File: config.mk
export PLATFORM = sky130hd
export DESIGN_NAME = pipe_ctrl
export DESIGN_NICKNAME = d
export VERILOG_FILES = /design/src/rtl/pipe_ctrl_pkg.sv /design/src/rtl/pipe_ctrl_seq.sv /design/src/rtl/pipe_ctrl.sv
export SDC_FILE = /design/constraint.sdc
export NUM_CORES = 1
export LEC_CHECK = 0
export CAP_MARGIN = 20
export CELL_PAD_IN_SITES_DETAIL_PLACEMENT = 0
export CELL_PAD_IN_SITES_GLOBAL_PLACEMENT = 1
export CORE_ASPECT_RATIO = 2
export CORE_MARGIN = 3
export CORE_UTILIZATION = 22
export CTS_CLUSTER_DIAMETER = 40
export DETAILED_ROUTE_END_ITERATION = 16
export PLACE_DENSITY = 0.83
export SLEW_MARGIN = 20
export SYNTH_ARGS = -nofsm -noshare
export SYNTH_HDL_FRONTEND = slang
export SYNTH_HIERARCHICAL = 1
export SYNTH_SLANG_ARGS = --single-unit
File: constraint.sdc
create_clock -name clk -period 1.7 [get_ports clk]
set_input_delay 0.17 -clock clk [delete_from_list [all_inputs] [get_ports clk]]
set_output_delay 0.17 -clock clk [all_outputs]
set_load 0.005 [all_outputs]
File: src/rtl/pipe_ctrl_pkg.sv
// Shared definitions for the pipeline stall/flush controller.
// Latency: n/a (types, constants and a combinational helper only).
// Backpressure: n/a.
//
// Contents:
//   STALL_* masks   per-request stall vectors; bit i stops stage i (0=PC ... 5=WB)
//   STOP/NO_STOP    meaning of a single stall bit
//   seq_state_e     EX multi-cycle sequencer states
//   stall_req_t     bundled per-stage stall requests
//   stall_merge()   priority merge of the requests into one stall vector
package pipe_ctrl_pkg;

  localparam logic STOP    = 1'b1;
  localparam logic NO_STOP = 1'b0;

  // Each mask stops the requesting stage and everything upstream of it.
  // WB (bit 5) is never stopped, so a MEM stall drains a bubble into WB.
  localparam logic [5:0] STALL_NONE = {6{NO_STOP}};
  localparam logic [5:0] STALL_IF   = {NO_STOP, NO_STOP, NO_STOP, NO_STOP, STOP, STOP};
  localparam logic [5:0] STALL_ID   = {NO_STOP, NO_STOP, NO_STOP, STOP, STOP, STOP};
  localparam logic [5:0] STALL_EX   = {NO_STOP, NO_STOP, STOP, STOP, STOP, STOP};
  localparam logic [5:0] STALL_MEM  = {NO_STOP, STOP, STOP, STOP, STOP, STOP};

  typedef enum logic [1:0] {
    SEQ_IDLE  = 2'd0,
    SEQ_MULTI = 2'd1,
    SEQ_DONE  = 2'd2
  } seq_state_e;

  typedef struct packed {
    logic req_mem;
    logic req_ex;   // generic EX request OR'ed with the multi-cycle hold
    logic req_id;
    logic req_if;
  } stall_req_t;

  // The furthest-downstream requester wins: its mask is a superset of
  // every upstream mask.
  function automatic logic [5:0] stall_merge(input stall_req_t r);
    logic [5:0] v;
    v = STALL_NONE;
    if (r.req_mem)     v = STALL_MEM;
    else if (r.req_ex) v = STALL_EX;
    else if (r.req_id) v = STALL_ID;
    else if (r.req_if) v = STALL_IF;
    return v;
  endfunction

endpackage

File: src/rtl/pipe_ctrl_seq.sv
// EX multi-cycle sequencer: holds EX for N cycles after the start cycle, then pulses done.
// Latency: o_multi_stall is asserted combinationally in the start cycle; done appears N+1 cycles later.
// Backpressure: a MEM stall keeps the sequencer in DONE (done held) but never slows the count-down.
//
// Ports:
//   clk, rst         pipeline clock, asynchronous active-high reset
//   i_start          one-cycle start pulse (ignored unless idle or when i_flush is high)
//   i_cycles         busy cycles for the op; 0 is treated as 1
//   i_flush          kills the op; no done pulse follows
//   i_mem_stall      MEM stage stalled; extends the DONE state
//   o_multi_stall    EX-level stall request from the sequencer
//   o_busy           sequencer in MULTI
//   o_done           EX result valid this cycle
module pipe_ctrl_seq
  import pipe_ctrl_pkg::*;
#(
  parameter int CNT_W = 6
) (
  input  logic             clk,
  input  logic             rst,
  input  logic             i_start,
  input  logic [CNT_W-1:0] i_cycles,
  input  logic             i_flush,
  input  logic             i_mem_stall,
  output logic             o_multi_stall,
  output logic             o_busy,
  output logic             o_done
);

  localparam logic [CNT_W-1:0] CNT_ONE = {{(CNT_W-1){1'b0}}, 1'b1};

  seq_state_e       r_state;
  seq_state_e       w_state_nxt;
  logic [CNT_W-1:0] r_cnt;
  logic [CNT_W-1:0] w_cnt_nxt;
  logic [CNT_W-1:0] w_cycles_eff;

  // A zero-length op still needs one MULTI cycle so the done handshake exists.
  assign w_cycles_eff = (i_cycles == '0) ? CNT_ONE : i_cycles;

  always_ff @(posedge clk or posedge rst) begin
    if (rst) begin
      r_state <= SEQ_IDLE;
      r_cnt   <= '0;
    end else begin
      r_state <= w_state_nxt;
      r_cnt   <= w_cnt_nxt;
    end
  end

  always_comb begin
    w_state_nxt   = r_state;
    w_cnt_nxt     = r_cnt;
    o_multi_stall = 1'b0;
    o_busy        = 1'b0;
    o_done        = 1'b0;
    case (r_state)
      SEQ_IDLE: begin
        if (i_start && !i_flush) begin
          // The issuing cycle already holds EX so the op's operands stay put.
          o_multi_stall = 1'b1;
          w_state_nxt   = SEQ_MULTI;
          w_cnt_nxt     = w_cycles_eff;
        end
      end
      SEQ_MULTI: begin
        o_multi_stall = 1'b1;
        o_busy        = 1'b1;
        // Count down unconditionally: the functional unit keeps working
        // even while MEM holds the pipeline.
        w_cnt_nxt     = r_cnt - CNT_ONE;
        if (i_flush) begin
          w_state_nxt = SEQ_IDLE;
          w_cnt_nxt   = '0;
        end else if (r_cnt == CNT_ONE) begin
          w_state_nxt = SEQ_DONE;
        end
      end
      SEQ_DONE: begin
        o_done = !i_flush;
        // Keep the result presented until EX can actually advance.
        if (i_flush || !i_mem_stall) begin
          w_state_nxt = SEQ_IDLE;
        end
      end
      default: begin
        w_state_nxt = SEQ_IDLE;
        w_cnt_nxt   = '0;
      end
    endcase
  end

endmodule

File: src/rtl/pipe_ctrl.sv
// Central stall/flush controller for the PC/IF/ID/EX/MEM/WB pipeline.
// Latency: stall and flush are combinational from the requests (same cycle).
// Backpressure: a downstream stall freezes all upstream stages; WB never stalls.
//
// Optional feature macro: PIPE_CTRL_PERF_EN builds saturating performance
// counters; without it the perf outputs are tied to zero and no flops exist.
//
// Ports:
//   clk, rst                          pipeline clock, asynchronous active-high reset
//   stallreq_if/id/ex/mem             per-stage stall requests
//   flush_req                         exception/redirect; overrides every stall
//   ex_multi_start, ex_multi_cycles   multi-cycle EX op issue and its length
//   stall[5:0]                        per-stage stop, bit 0 = PC ... bit 5 = WB
//   flush                             flush all pipeline registers this cycle
//   ex_multi_busy, ex_multi_done      sequencer status
//   perf_stall_cycles                 cycles with stall[0]=1
//   perf_flush_count                  flush cycles
module pipe_ctrl
  import pipe_ctrl_pkg::*;
#(
  parameter int CNT_W  = 6,
  parameter int PERF_W = 32
) (
  input  logic              clk,
  input  logic              rst,
  input  logic              stallreq_if,
  input  logic              stallreq_id,
  input  logic              stallreq_ex,
  input  logic              stallreq_mem,
  input  logic              flush_req,
  input  logic              ex_multi_start,
  input  logic [CNT_W-1:0]  ex_multi_cycles,
  output logic [5:0]        stall,
  output logic              flush,
  output logic              ex_multi_busy,
  output logic              ex_multi_done,
  output logic [PERF_W-1:0] perf_stall_cycles,
  output logic [PERF_W-1:0] perf_flush_count
);

  logic       w_multi_stall;
  stall_req_t w_req;
  logic [5:0] w_stall_merged;

  pipe_ctrl_seq #(
    .CNT_W (CNT_W)
  ) u_seq (
    .clk           (clk),
    .rst           (rst),
    .i_start       (ex_multi_start),
    .i_cycles      (ex_multi_cycles),
    .i_flush       (flush_req),
    .i_mem_stall   (stallreq_mem),
    .o_multi_stall (w_multi_stall),
    .o_busy        (ex_multi_busy),
    .o_done        (ex_multi_done)
  );

  always_comb begin
    w_req         = '0;
    w_req.req_mem = stallreq_mem;
    w_req.req_ex  = stallreq_ex | w_multi_stall;
    w_req.req_id  = stallreq_id;
    w_req.req_if  = stallreq_if;
  end

  assign w_stall_merged = stall_merge(w_req);

  // A flush empties the pipe, so holding any stage would only keep killed
  // work around; reset likewise forces everything quiet.
  assign stall = (rst || flush_req) ? STALL_NONE : w_stall_merged;
  assign flush = flush_req && !rst;

`ifdef PIPE_CTRL_PERF_EN
  localparam logic [PERF_W-1:0] PERF_MAX = '1;
  localparam logic [PERF_W-1:0] PERF_ONE = {{(PERF_W-1){1'b0}}, 1'b1};

  logic [PERF_W-1:0] r_perf_stall;
  logic [PERF_W-1:0] r_perf_flush;

  always_ff @(posedge clk or posedge rst) begin
    if (rst) begin
      r_perf_stall <= '0;
      r_perf_flush <= '0;
    end else begin
      if (stall[0] && (r_perf_stall != PERF_MAX)) begin
        r_perf_stall <= r_perf_stall + PERF_ONE;
      end
      if (flush && (r_perf_flush != PERF_MAX)) begin
        r_perf_flush <= r_perf_flush + PERF_ONE;
      end
    end
  end

  assign perf_stall_cycles = r_perf_stall;
  assign perf_flush_count  = r_perf_flush;
`else
  assign perf_stall_cycles = '0;
  assign perf_flush_count  = '0;
`endif

endmodule

==> metrics.log, run 1 <==
[metrics] result of the run: completed
[metrics] first-pass GRT wire length: between 3 and 4 mm
[metrics] unrepaired setup endpoints after global routing: false
[metrics] number of enable flip-flop cells after synthesis: 0
[metrics] Setup Total Neg Slack: 0 ns
[metrics] maximum capacitance violations: 0
[metrics] P_leak: roughly 0.66 nW
[metrics] proportion of netlist area held by the largest area contributor: 0.444
[metrics] met3 wire length: ~300 µm
[metrics] number of sinks on the clock net: 8
[metrics] CP Launch Type: flip-flop
[metrics] Hold Crit Class: primary input to async pin
[metrics] Synth Flop Type: sky130_fd_sc_hd__dfrtp_1
[metrics] Hold Violations, Final: 0
[metrics] power density of the placed cells: between 700 and 800 nW/µm²
[metrics] clock insertion delay at the later pin of the skew report: about 0.23 ns
[metrics] root buffer cell: sky130_fd_sc_hd__clkbuf_8
[metrics] Rows: 36
[metrics] total routing resource utilization after global routing: 0.0724
[metrics] number of flip-flops and latches in the synthesized netlist: 8
[metrics] area of the multi-input gates: 632 µm²
[metrics] register area share after synthesis: 0.180
[metrics] clock tree skew after final layout: between 0.004 and 0.005 ns
[metrics] # nets final: between 150 and 200
[metrics] Yosys warning total: 6
[metrics] via count of the first global-routing pass: between 700 and 800
[metrics] overall die area: between 6000 and 7000 µm²
[metrics] final weighted congestion in routability-driven placement: 0.770
[metrics] width of the die: 56.3 µm
[metrics] met1 wire length: about 650 µm
[metrics] Netlist Area Pre-Place: about 1100 µm²
[metrics] number of fill cells: 530
[metrics] maximum root-to-sink buffer count: 2
[metrics] remaining antenna violation count after routing: 0
[metrics] area of the placeable core: around 5000 µm²
[metrics] share of post-route cells with drive strength above 1: 0.158
[metrics] sort of element at the end of the critical path: primary output
[metrics] max-slew violation count: 0
[metrics] antenna diode instance count: 0
[metrics] GR Overflow Total: 0
[metrics] ordered cell list for the critical path: buf_6 -> inv_4 -> nor2_2 -> clkdlybuf4s50_1
[metrics] peak fanout along the critical path: 11
[metrics] Iter 0 DRT Violations: 18
[metrics] period utilization: 0.947
[metrics] highest routing layer actually used: met4
[metrics] top-level port count: 87
[metrics] Die Height: about 110 µm
[metrics] number of levels in the clock H-tree: 1
[metrics] cell area after placement: roughly 1200 µm²
[metrics] slowest cell on the critical path: sky130_fd_sc_hd__clkdlybuf4s50_1
[metrics] post-cts hold buffer count: 0
[metrics] initial antenna violation count: 0
[metrics] DP HPWL: 2.04 mm
[metrics] VDD IR max: 0.397 mV
[metrics] Core Util, Final: 0.258
[metrics] total non-filler cell area in the finished layout: around 1300 µm²
[metrics] DRC violations left: 0
[metrics] average wire length per cell after detail routing: 10.7 µm
[metrics] total wire length: 2.38 mm
[metrics] Max Fclk: a little over 0.6 GHz
[metrics] dominant cell type by area after synthesis: sky130_fd_sc_hd__buf_4
[metrics] Layout Area Growth over Synthesis: 12.5%
[metrics] clock tree from TritonCTS: built
[metrics] Initial Util: 0.229
[metrics] # setup viols final: 0
[metrics] synth top area cells: sky130_fd_sc_hd__buf_4 (44%), sky130_fd_sc_hd__dfrtp_1 (18%), sky130_fd_sc_hd__ha_1 (2.2%)
[metrics] slowest stage delay, CP: between 0.5 and 0.6 ns
[metrics] wire length on met2: 1.31 mm
[metrics] clock buffer count from CTS: 3
[metrics] fraction of registers with async set/reset: 1.00
[metrics] storage element area: 200 µm²
[metrics] Req. time, crit path: between 1.5 and 2 ns
[metrics] total vias in the final route: about 870
[metrics] average via count per standard cell: slightly below 4
[metrics] distinct cell type count of the synthesized netlist: 38
[metrics] critical path data arrival time: 1.44 ns
[metrics] I/O Buffers: 21
[metrics] clock edge transition at the registers on the reported setup and hold paths: about 0.04 ns
[metrics] critical setup path kind: flip-flop to primary output
[metrics] number of iterations in the first detailed-routing pass: 4
[metrics] number of instances in the synthesized netlist: roughly 140
[metrics] Mean Syn Cell Area: about 8.3 µm²
[metrics] Tmin final: between 1.5 and 2 ns
[metrics] pin count of the biggest net entering global routing: 12
[timing repair]
item / in CTS / in global routing
gates cloned: 0 / 0
endpoints found under the setup margin: 7 / 4
pin swaps: 1 / 2
gates resized for setup: 11 / 2
setup buffers: 0 / 0
[per-layer routing]
| metal | vias up | GRT usage |
|---|---|---|
| met5 | - | 0 |
| met4 | 0 | 0.0458 |
| met3 | 13 | 0.0181 |
| met2 | 83 | 0.146 |
| met1 | 387 | 0.0583 |
| li1 | 385 | - |
[Yosys cell counts (all sizes together), types with 2 or more instances]
library cell / n
a21oi: 6
a22o: 2
a32o: 2
and3: 2
buf: 68
dfrtp: 8
ha: 2
inv: 6
mux2i: 2
nand2: 5
nand3: 2
nor2: 7
nor3: 2
o21ai: 3
o31ai: 2
[final cells by class]
| cell class | count | share of cell area |
|---|---|---|
| Multi-Input combinational cell | 117 | 0.504 |
| Timing Repair Buffer | 31 | 0.227 |
| Sequential cell | 8 | 0.160 |
| Tap cell | 57 | 0.0569 |
| Clock buffer | 3 | 0.0329 |
| Inverter | 6 | 0.0200 |
[cell usage in the layout, fill, tap and decap left out, types with 2 or more instances in the layout]
master,n
sky130_fd_sc_hd__a32o_1,2
sky130_fd_sc_hd__a21oi_2,3
sky130_fd_sc_hd__nor2_2,4
sky130_fd_sc_hd__and3_1,2
sky130_fd_sc_hd__dlygate4sd2_1,6
sky130_fd_sc_hd__nor3_1,2
sky130_fd_sc_hd__dfrtp_1,8
sky130_fd_sc_hd__a21oi_1,3
sky130_fd_sc_hd__o31ai_1,2
sky130_fd_sc_hd__a22o_1,2
sky130_fd_sc_hd__buf_4,9
sky130_fd_sc_hd__o21ai_0,2
sky130_fd_sc_hd__clkdlybuf4s50_1,14
sky130_fd_sc_hd__conb_1,65
sky130_fd_sc_hd__inv_1,4
sky130_fd_sc_hd__ha_1,2
sky130_fd_sc_hd__mux2i_1,2
sky130_fd_sc_hd__clkbuf_8,3
sky130_fd_sc_hd__nand2_1,5
sky130_fd_sc_hd__nor2_1,3
[sequential cells by signal, indices dropped and copies added (netlist names)]
signal	count
u_seq/r_cnt	6
u_seq/r_state	2
[power by group]
| part | internal, W | total, W | leakage, nW | switching, W |
|---|---|---|---|---|
| Combinational | 0.000186 | 0.000410 | 0.535 | 0.000225 |
| Clock | 0.000153 | 0.000227 | 0.0216 | 0.0000736 |
| Sequential | 0.000242 | 0.000303 | 0.102 | 0.0000610 |
[worst max-delay path, delay by kind of cell (launching register included)]
kind / cells / cell delay [ns]
buffers and inverters: 3 / 0.73
flip-flops: 1 / 0.37
AND/OR/NAND/NOR: 1 / 0.11
[through the flow]
step / power (W) / hold slack (ns) / cells / setup WS (ns)
6_report: 0.000940 / 0.400 / 222 / 0.0898
5_1_grt: 0.00100 / 0.447 / 222 / 0.0113
4_1_cts: 0.000942 / 0.409 / 222 / 0.000525
3_5_place_dp: 0.000703 / 0.537 / 219 / -0.292
3_3_place_gp: 0.000694 / 0.529 / 219 / -0.287
2_1_floorplan: 0.000661 / -0.0143 / 199 / 0.248
[worst paths after layout]
check	startpoint	end	slack [ns]	cells past startpoint
min in group clk	flush_req	u_seq/r_cnt[3]	0.46	3
max in group asynchronous	rst	u_seq/r_cnt[3]	1.05	3
hold / removal	rst	u_seq/r_cnt[2]	0.40	3
setup / recovery	u_seq/r_state[0]	ex_multi_busy	0.09	4
hold reg to reg	u_seq/r_cnt[4]	u_seq/r_cnt[4]	0.54	1
setup reg to reg	u_seq/r_state[1]	u_seq/r_cnt[4]	0.23	5
[cells by family after synthesis]
logic type               count (synthesis)  share of synthesized area
adder cells (fa/ha/maj)                  2                     0.0224
XOR/XNOR                                 1                    0.00786
AO/OA/AOI/OAI                           23                      0.156
AND/OR/NAND/NOR                         24                      0.134
flip-flops                               8                      0.180
other                                    1                    0.00336
buffers and inverters                   74                      0.479
multiplexers                             2                     0.0180
Power figures use the tool's default switching activity.
==> inputs of run 2 (changes only) <==
--- a/config.mk
+++ b/config.mk
@@ -14,7 +14,6 @@
 export CTS_CLUSTER_DIAMETER = 40
 export DETAILED_ROUTE_END_ITERATION = 16
 export PLACE_DENSITY = 0.83
-export SLEW_MARGIN = 20
 export SYNTH_ARGS = -nofsm -noshare
 export SYNTH_HDL_FRONTEND = slang
 export SYNTH_HIERARCHICAL = 1
==> results of run 2 <==
Final layout, timing and power as in run 1 (identical DEF).
